**src/rtl/fetch_ctrl.sv**
```systemverilog
// Fetch-stage PC controller: resolves exception, eret, halt, stall and branch requests into next-PC controls.
// Optional macro FETCH_CTRL_PERF_EN adds the stall_cycles_o performance counter.
module fetch_ctrl (
  input  logic        clk_i,
  input  logic        rst_i,
  input  logic        stall_req_i,
  input  logic        branch_req_i,
  input  logic [31:0] branch_target_i,
  input  logic        exc_req_i,
  input  logic        eret_req_i,
  input  logic [31:0] epc_i,
  input  logic        if_error_i,
  input  logic        halt_req_i,
  output logic        pc_enable_o,
  output logic [1:0]  pc_sel_o,
  output logic [31:0] pc_update_o,
  output logic        flush_if_o,
  output logic        fetch_valid_o,
  output logic [1:0]  state_o
`ifdef FETCH_CTRL_PERF_EN
  ,
  output logic [31:0] stall_cycles_o
`endif
);

  typedef enum logic [1:0] {
    RUN   = 2'd0,
    STALL = 2'd1,
    EXC   = 2'd2,
    HALT  = 2'd3
  } state_e;

  localparam logic [1:0]  SEL_SEQ    = 2'd0;
  localparam logic [1:0]  SEL_BRANCH = 2'd1;
  localparam logic [1:0]  SEL_HANDLR = 2'd2;
  localparam logic [1:0]  SEL_EPC    = 2'd3;
  localparam logic [31:0] EXC_VECTOR = 32'h0000_4180;

  state_e state_q;
  state_e state_d;
  logic   exc_s;

  // State register with synchronous reset.
  always_ff @(posedge clk_i) begin
    if (rst_i) begin
      state_q <= RUN;
    end else begin
      state_q <= state_d;
    end
  end

  // Fetched instruction is real only in RUN/STALL and never while in reset.
  always_comb begin
    fetch_valid_o = 1'b0;
    if (rst_i) begin
      fetch_valid_o = 1'b0;
    end else begin
      fetch_valid_o = (state_q == RUN) || (state_q == STALL);
    end
  end

  // A fetch error only counts against an instruction that is actually valid.
  assign exc_s = exc_req_i || (if_error_i && fetch_valid_o);

  // Reset reports RUN immediately, before the register has been clocked.
  assign state_o = rst_i ? RUN : state_q;

  // Request resolution: exception > eret > halt > stall > branch > sequential.
  always_comb begin
    state_d     = state_q;
    pc_enable_o = 1'b0;
    pc_sel_o    = SEL_SEQ;
    pc_update_o = 32'h0000_0000;
    flush_if_o  = 1'b0;
    if (rst_i) begin
      state_d    = RUN;
      flush_if_o = 1'b1;
    end else begin
      case (state_q)
        HALT: begin
          state_d = HALT;
        end
        RUN, STALL, EXC: begin
          if (exc_s) begin
            pc_enable_o = 1'b1;
            pc_sel_o    = SEL_HANDLR;
            pc_update_o = EXC_VECTOR;
            flush_if_o  = 1'b1;
            state_d     = EXC;
          end else if (eret_req_i) begin
            pc_enable_o = 1'b1;
            pc_sel_o    = SEL_EPC;
            pc_update_o = epc_i;
            flush_if_o  = 1'b1;
            state_d     = RUN;
          end else if (halt_req_i) begin
            state_d = HALT;
          end else if (stall_req_i) begin
            // Any simultaneous branch is dropped; the requester re-presents it.
            state_d = STALL;
          end else if (branch_req_i && (state_q == RUN)) begin
            pc_enable_o = 1'b1;
            pc_sel_o    = SEL_BRANCH;
            pc_update_o = branch_target_i;
            state_d     = RUN;
          end else begin
            pc_enable_o = 1'b1;
            state_d     = RUN;
          end
        end
        default: begin
          state_d = RUN;
        end
      endcase
    end
  end

`ifdef FETCH_CTRL_PERF_EN
  logic [31:0] stall_cycles_q;

  // Counts cycles the PC is held outside HALT; wraps naturally at 2^32.
  always_ff @(posedge clk_i) begin
    if (rst_i) begin
      stall_cycles_q <= 32'h0000_0000;
    end else if (!pc_enable_o && (state_q != HALT)) begin
      stall_cycles_q <= stall_cycles_q + 32'd1;
    end else begin
      stall_cycles_q <= stall_cycles_q;
    end
  end

  assign stall_cycles_o = stall_cycles_q;
`endif

endmodule

```
**config.mk**
```make
export PLATFORM = sky130hd
export DESIGN_NAME = fetch_ctrl
export DESIGN_NICKNAME = d
export VERILOG_FILES = /design/src/rtl/fetch_ctrl.sv
export SDC_FILE = /design/constraint.sdc
export NUM_CORES = 1
export LEC_CHECK = 0
export CAP_MARGIN = 20
export CORE_MARGIN = 2
export CORE_UTILIZATION = 25
export DETAILED_ROUTE_END_ITERATION = 7
export HOLD_SLACK_MARGIN = 0.02
export PLACE_DENSITY = 0.86
export SLEW_MARGIN = 30
export SYNTH_ARGS = -nofsm -noshare
export SYNTH_HDL_FRONTEND = slang
export SYNTH_SLANG_ARGS = --single-unit
```
**constraint.sdc**
```tcl
create_clock -name clk_i -period 1.91 [get_ports clk_i]
set_clock_uncertainty 0.05 [all_clocks]
set_input_delay 0.191 -clock clk_i [delete_from_list [all_inputs] [get_ports clk_i]]
set_output_delay 0.191 -clock clk_i [all_outputs]
set_load 0.02 [all_outputs]
```
[After elaboration in Yosys (flattened, before gate mapping)]
Index checks and enable logic that the tools add are counted.
W data, S select, Z words.
Word-level totals
  register bits: 2
  input port bits: 72
  output and inout bits: 39
  word-level logic and storage cells: 41
Operators by class
  equal/unequal tests: 3
  multiplexer cells: 31
  reductions and logical operators: 6
Operators by type and width (count)
  $mux W32: 7
  $mux W2: 8
  $mux W1: 15
  $eq A2 B2 Y1 const B: 2
  $pmux W2 S2: 1
  $reduce_or A3 Y1: 1
  $eq A2 B1 Y1 const B: 1
  $logic_and A1 B1 Y1: 2
  $logic_not A2 Y1: 1
  $logic_or A1 B1 Y1: 2

[Depth between registers and ports, before layout]
Gate-level depths: netlist of run 1.
  depth after elaboration: 9
  depth in mapped cells: 4
  gate-level depth less buffers: 3

[Least setup slack after synthesis of run 1]
No wires, ideal clock.
  kind: reg2out
  from: register state_q[1]
  to: output pc_update_o[15]
  arrival: 1.324 ns
  required time: 1.669 ns
  path slack: 0.345 ns
  stages on the path, launching flop included: 5
  path buffers: 1
  cells stage by stage: dfxtp_1 nand2b_1 nand4bb_1 buf_2 nor3_1
On the way
  word-level cells in the longest chain between the ends: 9
  elaborated cells between the ends (all ways): 16
  classes of those cells: eq/ne (2); mux (8); reduce/logical (6)
Ends and longest elaborated chain
  from (decl): RTL line 39  | state_e state_q;
  from (signal assigned): RTL line 48  | state_q <= state_d;
  $logic_not A2 Y1: RTL line 58, 79, 101
  $logic_and A1 B1 Y1: RTL line 101  | end else if (branch_req_i && (state_q == RUN)) begin
  $mux W32: RTL line 101
  $mux W32: RTL line 98  | end else if (stall_req_i) begin
  $mux W32: RTL line 96  | end else if (halt_req_i) begin
  $mux W32: RTL line 90  | end else if (eret_req_i) begin
  $mux W32: RTL line 84  | if (exc_s) begin
  $mux W32 (*): RTL line 79  | case (state_q)
  $mux W32 (*): RTL line 75  | if (rst_i) begin
  to (decl): RTL line 16  | output logic [31:0] pc_update_o,
Mark *: on every way between the ends. The rest lies on a longest branch, timed or not.

[Final worst setup path of run 1]
  from: input halt_req_i
  to: output pc_update_o[11]
On the way
  word-level cells in the longest chain between the ends: 5
Ends and longest elaborated chain
  from (decl): RTL line 13  | input logic halt_req_i,
  $mux W32: RTL line 96
  $mux W32: RTL line 90
  $mux W32: RTL line 84
  $mux W32: RTL line 79
  $mux W32: RTL line 75
No other way between the ends.

==> run summary, run 1 <==
Core Region: 2780 µm²
Clock slew at reported path FFs: 0.03 ns
Minimum clock period: 1.85 ns
CTS tree: done
Detailed placement HPWL: 3.04 mm
Initial Util: 26.6%
Sequential share of power: 9.2%
Post-Syn Area: 741 µm²
RSZ-0062 raised after global routing: no
Worst VDD drop: 0.196 mV
Drt drc: 0
Synth top area cells: nand4_1 17%, mux2i_1 16%, a21oi_1 12%, nand2_1 11%, nor3_1 9.5%
Switching Power: 0.191 mW
Layout cells sized above 1: 21.8%
Pin count of the biggest net entering global routing: 21
Critical path type: in -> out
Place WS: -0.329 ns
Crit-path max cell delay: 0.44 ns
Gate power share: 73.0%
Synth warn: 0
Via-to-Cell Ratio: 5.13
Fin crit share: 96.9%
Bufs on Longest Clock Path: 2
Met3 Usage GRT: 4.62%
Flop2flop setup slack: 0.66 ns
Area Growth Syn to Fin: 161%
Transition time at the pin with the least slew margin: 0.410 ns
CTS root buffer: clkbuf_4
Port bufs: 110
First-pass GRT wire length: 5.94 mm
Ports: 111
Drt total wl: 3.89 mm
CP Capture Type: output port
Filler cells: 245
Final worst slack: 0.0587 ns
Post-Place Cell Area: 1970 µm²
Remaining global-route overflow: 0
Top Usage Layer GRT: met2
Buf+Inv Stages, Crit Path: 3
Synth cell types: 20
GRT met2 Usage: 37.2%
Yosys reg bits: 2
Critical path's slowest cell: clkdlybuf4s50_1
RePlAce Congestion: 0.798
Cell count after synthesis: 125
Largest area contributor in the netlist: nand4_1
Cell Rows: 19
Crit path max fanout: 15
Largest Register: state_q
Syn Area/Cell: 5.93 µm²
Delay-heaviest family, CP: buffers and inverters
F_max: 540 MHz
Top Registers: state_q: 2 flops
Avg WL per Cell: 14.4 µm
Vias: 1385
Grt met1 use: 28.2%
Final setup viols: 0
Skew-Pair Late Insertion Delay: 0.23 ns
Hold Path Class: reg -> reg
Clk sinks: 2
DR iter-0 viols: 53
Dpl cells: 267
Worst reg2reg path startpoint: state_q[1]
Fin Setup TNS: 0 ns
Slew Viols, Final: 0
Yosys top cell area share: 16.9%
Total internal power: 0.342 mW
Routed Antenna Nets: 0
Crit path DAT: 1.61 ns
R2R Path End: state_q[1]
Non-Filler Instances: 270
Htree depth: 1
Ant. Diodes: 0
Chip width: 58.4 µm
Static leakage: 0.798 nW
Die Ht: 58.4 µm
Worst Setup SP: halt_req_i
Crit path capture: pc_update_o[11]
PD cells: 276 nW/µm²
Critical Path RT: 1.67 ns
Seq/Total Area, Yosys: 5.41%
Rel. slew slack: 72.6%
R2R depth: 4
Critical Path Start Type: primary input
CTS Hold Buffers Added: 0
Clock Power Share: 17.8%
Switching Fraction: 35.8%
GRT Total Usage: 22.3%
Vias in the first global route: 1259
Initial antenna violation count: 0
Synthesized Nets: 197
Final Hold Slack: 0.625 ns
Maxcap violations: 0
Critical-path cell list: clkdlybuf4s50_1 > nor2_2 > buf_4 > nand4_1 > a21oi_1 > clkdlybuf4s15_1
Post-Layout Inst Area: 1930 µm²
Max reg flops: 2
Fin. Hold Viols: 0
CTS buffer count: 3
Pre-antenna DRT Iters: 4
Die area: 3410 µm²
Outcome: completed
Final net count: 313
Stages on worst setup path: 6
[worst min-delay path by stage]
stage	slack, ns	from	cells after the start	to
floorplan	0.31	halt_req_i	2	state_q[1]
global placement	0.60	state_q[0]	3	state_q[1]
detailed placement	0.63	state_q[0]	3	state_q[1]
CTS	0.64	state_q[0]	3	state_q[1]
global route	0.67	eret_req_i	5	state_q[1]
finish	0.63	state_q[0]	3	state_q[1]
[worst min-delay path: cells and delay by family, from the launching register on]
kind | cells | cell delay [ns]
buffers and inverters | 1 | 0.13
and+or+nand+nor | 1 | 0.09
DFF | 1 | 0.33
AOI/OAI and AO/OA | 1 | 0.07
[layout make-up]
class | count | area [µm²] | share of cell area, %
inverter | 1 | 3.75 | 0.194
tap | 31 | 38.8 | 2.01
clock buffer | 3 | 22.5 | 1.17
timing repair buffer | 126 | 1190 | 61.4
sequential | 2 | 41.3 | 2.14
multi-input combinational | 107 | 641 | 33.1
[placed cells by master (no fill, tap or decap), types with 6 or more instances in the layout]
cell,instances
clkbuf_2,10
nand4_1,20
nor3_1,12
clkdlybuf4s15_2,10
buf_4,12
nor2_1,6
a21oi_1,18
nand2_1,21
buf_2,7
mux2i_1,11
clkdlybuf4s50_1,73
[cell usage after synthesis]
master	instances
o41a_1	1
mux2i_1	12
nand4_1	20
inv_1	1
dfxtp_1	2
nand4bb_1	1
a21o_1	1
nor2_2	1
a21oi_1	18
buf_4	1
nand2b_1	3
nor2b_1	2
nor2_1	6
nor3b_2	1
nor3_1	14
clkbuf_1	6
buf_2	8
or3b_1	1
a31oi_1	5
nand2_1	21
[power by group through the flow]
| stage | Clock (mW) | Sequential, mW | Combinational, mW |
|---|---|---|---|
| 2_1_floorplan | 0 | 0.0482 | 0.149 |
| 3_3_place_gp | 0 | 0.0492 | 0.397 |
| 3_5_place_dp | 0 | 0.0493 | 0.401 |
| 4_1_cts | 0.0994 | 0.0488 | 0.392 |
| 5_1_grt | 0.102 | 0.0495 | 0.417 |
| 6_report | 0.0949 | 0.0491 | 0.389 |
[routing by layer]
layer  wire (µm)  share of wire (%)
met5           0                  0
met1        1700                 44
met2        1830                 47
met3         308                7.9
met4          52                1.3
[what timing repair did]
item                       4_1_cts  5_1_grt
setup buffers                    0        0
cloned                           0        0
setup endpoints to repair       36       35
resized for setup               95       26
pin swaps                        0        1
[cells by family (layout without fill, tap and decap cells)]
kind of cell | after synthesis | count (layout) | synth area share, %
buffers and inverters | 16 | 130 | 9.97
AND/OR/NAND/NOR | 70 | 70 | 49.5
AO/OA/AOI/OAI | 25 | 25 | 18.9
multiplexers | 12 | 12 | 16.2
flip-flops | 2 | 2 | 5.41
[stage by stage]
step,power (mW),util [%]
6_report,0.533,69.5
5_1_grt,0.568,69.5
4_1_cts,0.540,72.3
3_5_place_dp,0.450,70.9
3_3_place_gp,0.446,70.9
2_1_floorplan,0.197,-
No activity file was read; power rests on OpenSTA's default activity.
==> inputs of run 2 (changes only) <==
Settings changed: CORE_UTILIZATION 25 to 23, PLACE_DENSITY 0.86 to 0.8.
Clock period 1.91 ns to 1.96 ns, I/O delays scaled along.
==> run 2 against run 1 <==
Net effect:
- clock-buffer cell count is the same
- hold slack worse by 0.0050 ns
- combinational power down 5.9%
- global-route usage is 2.3 points lower
- via count is the same
- flip-flop and latch count is the same
- sequential share of layout area barely moved
- critical path type unchanged
- largest cell class unchanged
==> run summary, run 2 (same netlist as run 1, synthesis figures left out) <==
Critical Path RT: 1.71 ns
Outcome: completed
Worst reg2reg path startpoint: state_q[1]
Vias in the first global route: 1316
Maxcap violations: 0
Hold wc startpoint: state_q[0]
Htree depth: 1
Most common cell after layout, fill and taps aside: clkdlybuf4s50_1
Area occupied by multi-input gates: 632 µm²
Port bufs: 110
Area Growth Syn to Fin: 149%
Top Registers: state_q: 2 flops
Worst VDD drop: 0.192 mV
Pre-antenna DRT Iters: 4
Critical Path Start Type: primary input
Avg WL per Cell: 12.9 µm
PD cells: 274 nW/µm²
Critical path type: in -> out
Routed Antenna Nets: 0
CP Capture Type: output port
Minimum clock period: 1.85 ns
Ports: 111
Static leakage: 0.784 nW
Via-to-Cell Ratio: 4.84
Fin. Hold Viols: 0
Filler cells: 317
Chip width: 60.8 µm
Drt total wl: 3.69 mm
Layout cells sized above 1: 24.0%
Max reg flops: 2
Final setup viols: 0
First-pass GRT wire length: 5.65 mm
CTS root buffer: clkbuf_4
Critical-path cell list: clkdlybuf4s50_1 > buf_4 > a31oi_1 > buf_4 > nor2_1 > dlygate4sd2_1
Drt drc: 0
RePlAce Congestion: 0.829
DR iter-0 viols: 24
GRT Total Usage: 20.1%
Detailed placement HPWL: 2.95 mm
Final Util: 60.5%
Cell Rows: 20
Critical path's slowest cell: clkdlybuf4s50_1
Die Ht: 60.8 µm
R2R depth: 5
Non-Filler Instances: 286
R2R Path End: state_q[1]
F_max: 540 MHz
RSZ-0062 raised after global routing: no
Crit path max fanout: 13
Post-CTS Repair Setup Buffers: 0
Transition time at the pin with the least slew margin: 0.291 ns
Pin count of the biggest net entering global routing: 23
Vias: 1385
Dpl cells: 283
Crit-path max cell delay: 0.47 ns
Largest Register: state_q
Clock slew at reported path FFs: 0.03 ns
Commonest non-fill, non-tap cells in the layout: 74 x clkdlybuf4s50_1, 33 x clkbuf_2, 21 x nand2_1
Initial Util: 24.3%
Clk sinks: 2
Hold path cells: 3
Die area: 3690 µm²
Crit path DAT: 1.61 ns
Bufs on Longest Clock Path: 2
Fin Setup TNS: 0 ns
CTS buffer count: 3
Remaining global-route overflow: 0
Final net count: 316
Ant. Diodes: 0
Flop2flop setup slack: 0.65 ns
Initial antenna violation count: 0
Design Power: 0.506 mW
Rel. slew slack: 80.6%
CTS tree: done
Skew-Pair Late Insertion Delay: 0.23 ns
Core Region: 3050 µm²
Sequential cell area: 40.0 µm²
Slew Viols, Final: 0
Most used cell, CP: buf_4
WHS Endpoint: state_q[1]
Hold Path Class: reg -> reg
Fin crit share: 94.5%
run 2: changes by cell type in the layout (fill, tap and decap cells not counted), sizes merged:
cell	previous run	this run
clkbuf	13	36
clkdlybuf4s50	73	74
dlygate4sd2	5	2
clkdlybuf4s15	14	1
buf	23	19
dlymetal6s2s	1	0
run 2: metal layers:
layer  global-route usage (%)  up-vias  share of wire [%]
met5                        0        -                  0
li1                         -      700                  -
met2                     35.9       86                 46
met3                     5.54        6                 13
met1                     21.9      593                 39
met4                     9.01        0                1.8
run 2: final cells by class:
| type | count | share of cell area, % |
|---|---|---|
| multi-input combinational | 107 | 34.2 |
| sequential | 2 | 2.17 |
| clock buffer | 3 | 1.22 |
| inverter | 1 | 0.203 |
| tap | 44 | 2.98 |
| timing repair buffer | 129 | 59.2 |
run 2: worst max path at each step:
stage / start / to / slack (ns)
2_1_floorplan: state_q[1] / pc_update_o[15] / 0.39
3_3_place_gp: eret_req_i / pc_update_o[4] / -0.25
3_5_place_dp: rst_i / pc_update_o[20] / -0.29
4_1_cts: eret_req_i / pc_update_o[7] / -0.008
5_1_grt: eret_req_i / pc_sel_o[0] / 0.02
6_report: eret_req_i / pc_sel_o[0] / 0.11
run 2: repair_timing:
action                                  in CTS  in global routing
endpoints found under the setup margin      36                 34
gates cloned                                 0                  0
pin swaps                                    0                  1
hold buffers                                 0                  0
resized for setup                           41                 78
run 2: report_power, final:
group / internal, mW / switching (mW) / total (mW) / leakage (nW)
clock network: 0.0677 / 0.0252 / 0.0929 / 0.0138
logic: 0.212 / 0.155 / 0.366 / 0.754
registers: 0.0437 / 0.00343 / 0.0471 / 0.0166
total: 0.323 / 0.183 / 0.506 / 0.784
run 2: through the flow:
step	cell area [µm²]	setup WS [ns]	hold WS, ns
6_report	1850	0.109	0.620
5_1_grt	1850	0.0249	0.663
4_1_cts	1970	-0.00777	0.614
3_5_place_dp	1990	-0.294	0.604
3_3_place_gp	1990	-0.248	0.593
2_1_floorplan	741	0.390	0.318
run 2: worst max-delay path, delay by kind of cell:
kind / cells / cell delay, ns
compound gates: 1 / 0.16
buf+inv: 4 / 1.19
simple gates: 1 / 0.06
